### config.mk
export PLATFORM = sky130hd
export DESIGN_NAME = tcm_sig_dump_ctrl
export DESIGN_NICKNAME = d
export VERILOG_FILES = /design/src/rtl/tcm_sig_dump_ctrl_pkg.sv /design/src/rtl/tcm_sig_dump_ctrl_word_asm.sv /design/src/rtl/tcm_sig_dump_ctrl.sv
export SDC_FILE = /design/constraint.sdc
export NUM_CORES = 1
export LEC_CHECK = 0
export CORE_ASPECT_RATIO = 2
export CORE_MARGIN = 5
export CORE_UTILIZATION = 60
export CTS_BUF_LIST = sky130_fd_sc_hd__clkbuf_8
export DETAILED_ROUTE_END_ITERATION = 6
export DONT_BUFFER_PORTS = 1
export PLACE_DENSITY = 0.78
export SYNTH_ARGS = -nofsm -noshare
export SYNTH_HDL_FRONTEND = slang
export SYNTH_HIERARCHICAL = 1
export SYNTH_SLANG_ARGS = --single-unit
### constraint.sdc
create_clock -name clk -period 6.25 [get_ports clk]
set_input_delay 0.9375 -clock clk [delete_from_list [all_inputs] [get_ports clk]]
set_output_delay 0.9375 -clock clk [all_outputs]
set_load 0.01 [all_outputs]
### src/rtl/tcm_sig_dump_ctrl_pkg.sv
// ---------------------------------------------------------------------------
// tcm_sig_pkg
//
// Purpose : shared types and constants for the TCM signature dump controller.
//           Holds the controller FSM state encoding, the word geometry and the
//           default sizing used by tcm_sig_dump_ctrl and tcm_sig_word_asm.
// Ports   : none (package).
// ---------------------------------------------------------------------------
package tcm_sig_pkg;

  // Default sizing: 128 KB TCM byte address space, 1024-cycle read timeout.
  localparam int TCM_ADDR_W_DEF      = 17;
  localparam int TCM_TIMEOUT_CYC_DEF = 1024;
  localparam int TCM_TO_W_DEF        = 11;

  // Word geometry of the emitted signature stream.
  localparam int BYTES_PER_WORD = 4;
  localparam int BYTE_IDX_W     = 2;
  localparam int WORD_W         = 8 * BYTES_PER_WORD;

  // Controller FSM state; IDLE must stay at encoding 0 so the reset value
  // and the "not busy" state coincide.
  typedef enum logic [2:0] {
    ST_IDLE  = 3'd0,
    ST_CHECK = 3'd1,
    ST_REQ   = 3'd2,
    ST_WAIT  = 3'd3,
    ST_EMIT  = 3'd4,
    ST_FIN   = 3'd5
  } tcm_sig_state_e;

  // A range boundary is usable only if it is word aligned.
  function automatic logic tcm_sig_misaligned(input logic [1:0] addr_lo);
    return (addr_lo != 2'b00);
  endfunction

endpackage : tcm_sig_pkg

### src/rtl/tcm_sig_dump_ctrl_word_asm.sv
// ---------------------------------------------------------------------------
// tcm_sig_word_asm
//
// Purpose : byte-lane assembler for the signature stream. Each returned TCM
//           byte is written into lane i_byte_idx of a 32-bit little-endian
//           word register; the register holds its value otherwise, which keeps
//           the emitted word stable for as long as the sink stalls.
//
// Ports   :
//   clk         in   system clock
//   rst_n       in   asynchronous active-low reset
//   i_clr       in   clear the word register (new dump accepted)
//   i_we        in   write i_byte into lane i_byte_idx
//   i_byte_idx  in   byte lane select, 0 = bits [7:0]
//   i_byte      in   byte to write
//   o_word      out  assembled word
// ---------------------------------------------------------------------------
module tcm_sig_word_asm
  import tcm_sig_pkg::*;
(
  input  logic                  clk,
  input  logic                  rst_n,
  input  logic                  i_clr,
  input  logic                  i_we,
  input  logic [BYTE_IDX_W-1:0] i_byte_idx,
  input  logic [7:0]            i_byte,
  output logic [WORD_W-1:0]     o_word
);

  logic [WORD_W-1:0] r_word;

  always_ff @(posedge clk or negedge rst_n) begin
    if (!rst_n) begin
      r_word <= '0;
    end else if (i_clr) begin
      r_word <= '0;
    end else if (i_we) begin
      for (int i = 0; i < BYTES_PER_WORD; i++) begin
        if (i_byte_idx == BYTE_IDX_W'(i)) begin
          r_word[8*i +: 8] <= i_byte;
        end
      end
    end
  end

  assign o_word = r_word;

endmodule : tcm_sig_word_asm

### src/rtl/tcm_sig_dump_ctrl.sv
// ---------------------------------------------------------------------------
// tcm_sig_dump_ctrl
//
// Purpose : after a compliance run, walks the TCM byte range
//           [begin_addr, end_addr), reads it one byte at a time over the TCM
//           read port, assembles little-endian 32-bit words and streams them
//           to the UART/trace sink.
//
// Handshakes:
//   TCM read : mem_req/mem_addr are held stable until mem_gnt is seen high in
//              the same cycle; the request is then accepted. Exactly one read
//              is outstanding; its data arrives with mem_rvalid at the
//              earliest one cycle after the grant.
//   Sink     : sig_valid/sig_data are held stable until sig_ready is seen high
//              in the same cycle; the word is transferred on that edge.
//
// Ports   :
//   clk, rst_n            clock, asynchronous active-low reset
//   start                 one-cycle pulse, latches begin/end (ignored if busy)
//   begin_addr/end_addr   byte range to dump, end exclusive, word aligned
//   mem_req/mem_addr      byte read request and address
//   mem_gnt               read request accepted this cycle
//   mem_rvalid/mem_rdata  read byte return
//   sig_valid/sig_data    assembled word stream
//   sig_ready             sink accepts word
//   busy                  dump in progress
//   done                  one-cycle pulse on normal completion
//   err                   sticky error (bad range or read timeout)
//
// Build option TCM_SIG_DUMP_CNT_EN adds:
//   word_cnt              number of words accepted by the sink this dump
//   abort_addr            read address that timed out
// ---------------------------------------------------------------------------
module tcm_sig_dump_ctrl
  import tcm_sig_pkg::*;
#(
  parameter int ADDR_W      = TCM_ADDR_W_DEF,
  parameter int TIMEOUT_CYC = TCM_TIMEOUT_CYC_DEF,
  // Must satisfy 2**TO_W > TIMEOUT_CYC.
  parameter int TO_W        = TCM_TO_W_DEF
) (
  input  logic              clk,
  input  logic              rst_n,
  input  logic              start,
  input  logic [ADDR_W-1:0] begin_addr,
  input  logic [ADDR_W-1:0] end_addr,
  output logic              mem_req,
  output logic [ADDR_W-1:0] mem_addr,
  input  logic              mem_gnt,
  input  logic              mem_rvalid,
  input  logic [7:0]        mem_rdata,
  output logic              sig_valid,
  output logic [31:0]       sig_data,
  input  logic              sig_ready,
  output logic              busy,
  output logic              done,
  output logic              err
`ifdef TCM_SIG_DUMP_CNT_EN
  ,
  output logic [ADDR_W-3:0] word_cnt,
  output logic [ADDR_W-1:0] abort_addr
`endif
);

  localparam logic [ADDR_W-1:0] WORD_STEP = ADDR_W'(BYTES_PER_WORD);
  localparam logic [TO_W-1:0]   TO_LAST   = TO_W'(TIMEOUT_CYC - 1);

  // -------------------------------------------------------------------------
  // State and registered outputs
  // -------------------------------------------------------------------------
  tcm_sig_state_e          r_state;
  logic [ADDR_W-1:0]       r_begin;
  logic [ADDR_W-1:0]       r_end;
  logic [ADDR_W-1:0]       r_cur_addr;
  logic [BYTE_IDX_W-1:0]   r_byte_idx;
  logic [TO_W-1:0]         r_to_cnt;
  logic                    r_mem_req;
  logic [ADDR_W-1:0]       r_mem_addr;
  logic                    r_sig_valid;
  logic                    r_busy;
  logic                    r_done;
  logic                    r_err;
`ifdef TCM_SIG_DUMP_CNT_EN
  logic [ADDR_W-3:0]       r_word_cnt;
  logic [ADDR_W-1:0]       r_abort_addr;
`endif

  // -------------------------------------------------------------------------
  // Address arithmetic. No wrap can occur: CHECK guarantees begin <= end and
  // both are word aligned, so the walk stops exactly at end.
  // -------------------------------------------------------------------------
  logic [BYTE_IDX_W-1:0]   w_next_byte_idx;
  logic [ADDR_W-1:0]       w_next_byte_addr;
  logic [ADDR_W-1:0]       w_next_word_addr;
  logic                    w_range_bad;
  logic                    w_asm_clr;
  logic                    w_asm_we;
  logic [WORD_W-1:0]       w_word;

  assign w_next_byte_idx  = r_byte_idx + BYTE_IDX_W'(1);
  assign w_next_byte_addr = r_cur_addr + {{(ADDR_W-BYTE_IDX_W){1'b0}}, w_next_byte_idx};
  assign w_next_word_addr = r_cur_addr + WORD_STEP;
  assign w_range_bad      = tcm_sig_misaligned(r_begin[1:0]) ||
                            tcm_sig_misaligned(r_end[1:0])   ||
                            (r_begin > r_end);

  // The assembler is cleared when a dump is accepted and written on every
  // returned byte; between those events it holds the word under backpressure.
  assign w_asm_clr = (r_state == ST_IDLE) && start;
  assign w_asm_we  = (r_state == ST_WAIT) && mem_rvalid;

  tcm_sig_word_asm u_word_asm (
    .clk        (clk),
    .rst_n      (rst_n),
    .i_clr      (w_asm_clr),
    .i_we       (w_asm_we),
    .i_byte_idx (r_byte_idx),
    .i_byte     (mem_rdata),
    .o_word     (w_word)
  );

  // -------------------------------------------------------------------------
  // Controller FSM. Every output is a flop updated together with the state
  // transition, so each output is valid for exactly the cycles the FSM spends
  // in the corresponding state.
  // -------------------------------------------------------------------------
  always_ff @(posedge clk or negedge rst_n) begin
    if (!rst_n) begin
      r_state      <= ST_IDLE;
      r_begin      <= '0;
      r_end        <= '0;
      r_cur_addr   <= '0;
      r_byte_idx   <= '0;
      r_to_cnt     <= '0;
      r_mem_req    <= 1'b0;
      r_mem_addr   <= '0;
      r_sig_valid  <= 1'b0;
      r_busy       <= 1'b0;
      r_done       <= 1'b0;
      r_err        <= 1'b0;
`ifdef TCM_SIG_DUMP_CNT_EN
      r_word_cnt   <= '0;
      r_abort_addr <= '0;
`endif
    end else begin
      r_done <= 1'b0;
      case (r_state)
        ST_IDLE: begin
          if (start) begin
            r_begin <= begin_addr;
            r_end   <= end_addr;
            r_err   <= 1'b0;
            r_busy  <= 1'b1;
            r_state <= ST_CHECK;
`ifdef TCM_SIG_DUMP_CNT_EN
            r_word_cnt <= '0;
`endif
          end
        end

        ST_CHECK: begin
          if (w_range_bad) begin
            r_err   <= 1'b1;
            r_busy  <= 1'b0;
            r_state <= ST_IDLE;
          end else if (r_begin == r_end) begin
            r_done  <= 1'b1;
            r_state <= ST_FIN;
          end else begin
            r_cur_addr <= r_begin;
            r_byte_idx <= '0;
            r_mem_req  <= 1'b1;
            r_mem_addr <= r_begin;
            r_state    <= ST_REQ;
          end
        end

        ST_REQ: begin
          if (mem_gnt) begin
            r_mem_req <= 1'b0;
            r_to_cnt  <= '0;
            r_state   <= ST_WAIT;
          end
        end

        ST_WAIT: begin
          if (mem_rvalid) begin
            if (r_byte_idx == BYTE_IDX_W'(BYTES_PER_WORD - 1)) begin
              r_sig_valid <= 1'b1;
              r_state     <= ST_EMIT;
            end else begin
              r_byte_idx <= w_next_byte_idx;
              r_mem_req  <= 1'b1;
              r_mem_addr <= w_next_byte_addr;
              r_state    <= ST_REQ;
            end
          end else if (r_to_cnt == TO_LAST) begin
            // The counter starts at 0 on the first WAIT cycle, so reaching
            // TIMEOUT_CYC-1 here means TIMEOUT_CYC cycles without data.
            r_err   <= 1'b1;
            r_busy  <= 1'b0;
            r_state <= ST_IDLE;
`ifdef TCM_SIG_DUMP_CNT_EN
            r_abort_addr <= r_mem_addr;
`endif
          end else begin
            r_to_cnt <= r_to_cnt + TO_W'(1);
          end
        end

        ST_EMIT: begin
          if (sig_ready) begin
            r_sig_valid <= 1'b0;
            r_cur_addr  <= w_next_word_addr;
            r_byte_idx  <= '0;
`ifdef TCM_SIG_DUMP_CNT_EN
            r_word_cnt  <= r_word_cnt + (ADDR_W-2)'(1);
`endif
            if (w_next_word_addr == r_end) begin
              r_done  <= 1'b1;
              r_state <= ST_FIN;
            end else begin
              r_mem_req  <= 1'b1;
              r_mem_addr <= w_next_word_addr;
              r_state    <= ST_REQ;
            end
          end
        end

        ST_FIN: begin
          r_busy  <= 1'b0;
          r_state <= ST_IDLE;
        end

        default: begin
          r_mem_req   <= 1'b0;
          r_sig_valid <= 1'b0;
          r_busy      <= 1'b0;
          r_state     <= ST_IDLE;
        end
      endcase
    end
  end

  assign mem_req   = r_mem_req;
  assign mem_addr  = r_mem_addr;
  assign sig_valid = r_sig_valid;
  assign sig_data  = w_word;
  assign busy      = r_busy;
  assign done      = r_done;
  assign err       = r_err;
`ifdef TCM_SIG_DUMP_CNT_EN
  assign word_cnt   = r_word_cnt;
  assign abort_addr = r_abort_addr;
`endif

endmodule : tcm_sig_dump_ctrl
==> impl_metrics.json <==
{
  "cts_tree": "done",
  "avgViaCountPerCell": 6.50,
  "clk_latency_ps": 450,
  "hold_viol": 0,
  "crit_path_end_kind": "register",
  "status": "finished clean",
  "synthesis.area_um2": 6950,
  "finish.instance_area_um2": 7360,
  "antenna_found_initial": 0,
  "critPathLaunchType": "register",
  "gr-total-overflow": 0,
  "drt-initial-drc-count": 362,
  "wire_per_inst_um": 21.2,
  "dr.pass1.iters": 7,
  "synthArstFlopShare_pct": 100,
  "maxCapViolCount": 0,
  "clk_path_buf_depth": 2,
  "clkTransAtPathRegs_ps": 80,
  "gp_congestion": 0.979,
  "fp.coreArea_um2": 11400,
  "crit_end": "mem_addr[5]",
  "timing.final.crit_share_pct": 65.3,
  "grt_pass1_wl_um": 29700,
  "worstReg2RegEnd": "mem_addr[5]",
  "grt_usage_pct": 27.3,
  "crit_fanout": 17,
  "seq_area_um2": 3030,
  "dpl.hpwl_um": 13600,
  "crit_type": "reg2reg",
  "final_cell_mix": "dfrtp_1, nand2_1, o21ai_0",
  "avgSynthCellArea_um2": 9.52,
  "root_buffer": "clkbuf_8",
  "start_util_pct": 61.2,
  "synth-seq-cells": 121,
  "max_slew_margin_pct": 27.0,
  "row_count": 55,
  "rr_worst_depth": 9,
  "antenna_cells": 0,
  "yosysSeqAreaShare_pct": 43.6,
  "power.leakage_nw": 3.22,
  "port_buffers": 0,
  "synth_edf_count": 0,
  "max-vdd-ir-drop_v": 0.000351,
  "areaGrowthSynthToFinish_pct": 5.92,
  "fin_nets": 781,
  "skew_ps": 16.9,
  "tns_ps": 0,
  "die_area_um2": 14000,
  "layout_commonest_cell": "dfrtp_1",
  "rsz0062_at_grt": "false",
  "ys_warn_count": 6,
  "placedCellCount": 833,
  "timing.fmax_mhz": 245,
  "reg2reg_from": "r_end[6]",
  "clock-sinks": 121,
  "die_w_um": 86.1,
  "syn_nets": 801,
  "syn_inst": 730,
  "rrSetupSlack_ps": 2170,
  "period_needed_ps": 4080,
  "final_cells": 865,
  "num_vias": 5619,
  "setup_violations": 0,
  "drive_above_1_share_pct": 11.2,
  "die_h_um": 162,
  "drc": 0,
  "placedInstanceArea_um2": 6930,
  "grt_pass1_vias": 5838,
  "cp-startpoint": "r_end[6]",
  "pin_count": 102,
  "numCtsBuffers": 17,
  "nFillCells": 940,
  "postCtsHoldBufs": 0,
  "cts_setup_buffers": 0,
  "min_path_type": "in2async",
  "cp.arrival_ps": 4410,
  "cp.required_ps": 6580,
  "synth-main-ff-cell": "dfrtp_1",
  "cts_resized": 0,
  "slew_violations": 0,
  "drt-total-wl_um": 18300,
  "h-tree-depth": 4,
  "multi_input_area_um2": 3570,
  "worst_pin_slew_ps": 1090,
  "power_density_nw_per_um2": 475,
  "grt_start_max_net_pins": 122,
  "drtAntennaViolNets": 0,
  "p_total_mw": 3.50,
  "hold-worst-slack_ps": 179,
  "ys_types": 72
}
## logic make-up after synthesis
logic type,synth area share (%)
buffers and inverters,5.20
AO/OA/AOI/OAI,14.9
AND/OR/NAND/NOR,18.7
multiplexers,9.96
adder cells (fa/ha/maj),4.25
flip-flops,43.6
XOR/XNOR,3.40
## per-stage QoR
stage / utilization (%) / setup slack [ps]
2_1_floorplan: - / 3320
3_3_place_gp: 61.1 / 2480
3_5_place_dp: 61.1 / 2280
4_1_cts: 64.8 / 2270
5_1_grt: 64.8 / 2090
6_report: 64.8 / 2170
## cells in the mapped netlist (all sizes together), types with 2 or more instances
cell	count	area [µm²]
nor2	38	145
and2	4	25.0
a211oi	7	57.6
and3	4	25.0
a221o	6	60.1
o41ai	2	17.5
or3	2	13.8
ha	22	275
nor2b	2	12.5
a21oi	36	180
nand3	38	190
nor4	9	71.3
xnor2	18	158
or2	3	18.8
nand2b	44	275
o31ai	3	22.5
o21ai	64	320
nand3b	2	15.0
or3b	2	17.5
o22a	9	81.3
a31oi	6	37.5
a311oi	2	17.5
a21boi	2	15.0
a22oi	5	37.5
inv	34	128
nand4	8	50.1
o22ai	4	25.0
nand2	68	260
a32oi	2	17.5
nor3	19	105
xor2	9	78.8
or4	3	26.3
mux2	27	312
mux2i	38	380
dfrtp	121	3030
clkbuf	25	93.8
buf	18	140
o211ai	5	42.5
## power by group
group	switching (mW)	internal [mW]	total, mW
sequential	0.384	1.04	1.42
clock	0.359	0.404	0.762
combinational	0.720	0.592	1.31
## cell type report
class	count	area share (%)
well taps	142	2.41
inverters	34	1.73
clock buffers	17	3.18
repair buffers	4	0.408
flip-flops and latches	121	41.1
multi-input cells	532	48.5
clock inverters	15	2.63
## worst max-delay path, stage by stage, from the launching register on
cell	delay, ps
dfrtp_1	400
inv_1	100
ha_1	310
a211oi_1	240
nor2_1	80
a2111oi_0	870
o211ai_1	230
o211ai_2	520
o31a_1	800
mux2_2	410
## how the worst min path moves through the flow
stage,from,slack [ps],to,cells past startpoint
after global placement,r_to_cnt[10],490,r_to_cnt[10],2
after CTS,rst_n,170,r_end[14],0
after detailed placement,r_to_cnt[9],490,r_to_cnt[10],1
after global routing,rst_n,160,mem_addr[4],0
after floorplan,r_to_cnt[2],470,r_to_cnt[2],1
final,rst_n,180,err,0
## sequential cells by signal, summed over array words and instances, names as in the netlist, 2 cells and up
name and count:
mem_addr 17, r_byte_idx 2, r_to_cnt 11, r_state 3
r_end 17, r_cur_addr 17, u_word_asm/o_word 32, r_begin 17
## layer usage
layer  track usage (%)  share of wire (%)  up-vias
met5                 0                  0        -
met4              15.3                5.1        0
met3              7.21                7.6       80
met2              48.0                 53      269
met1              28.7                 34     2712
li1                  -                  -     2558
(Power assumes the default switching activity.)
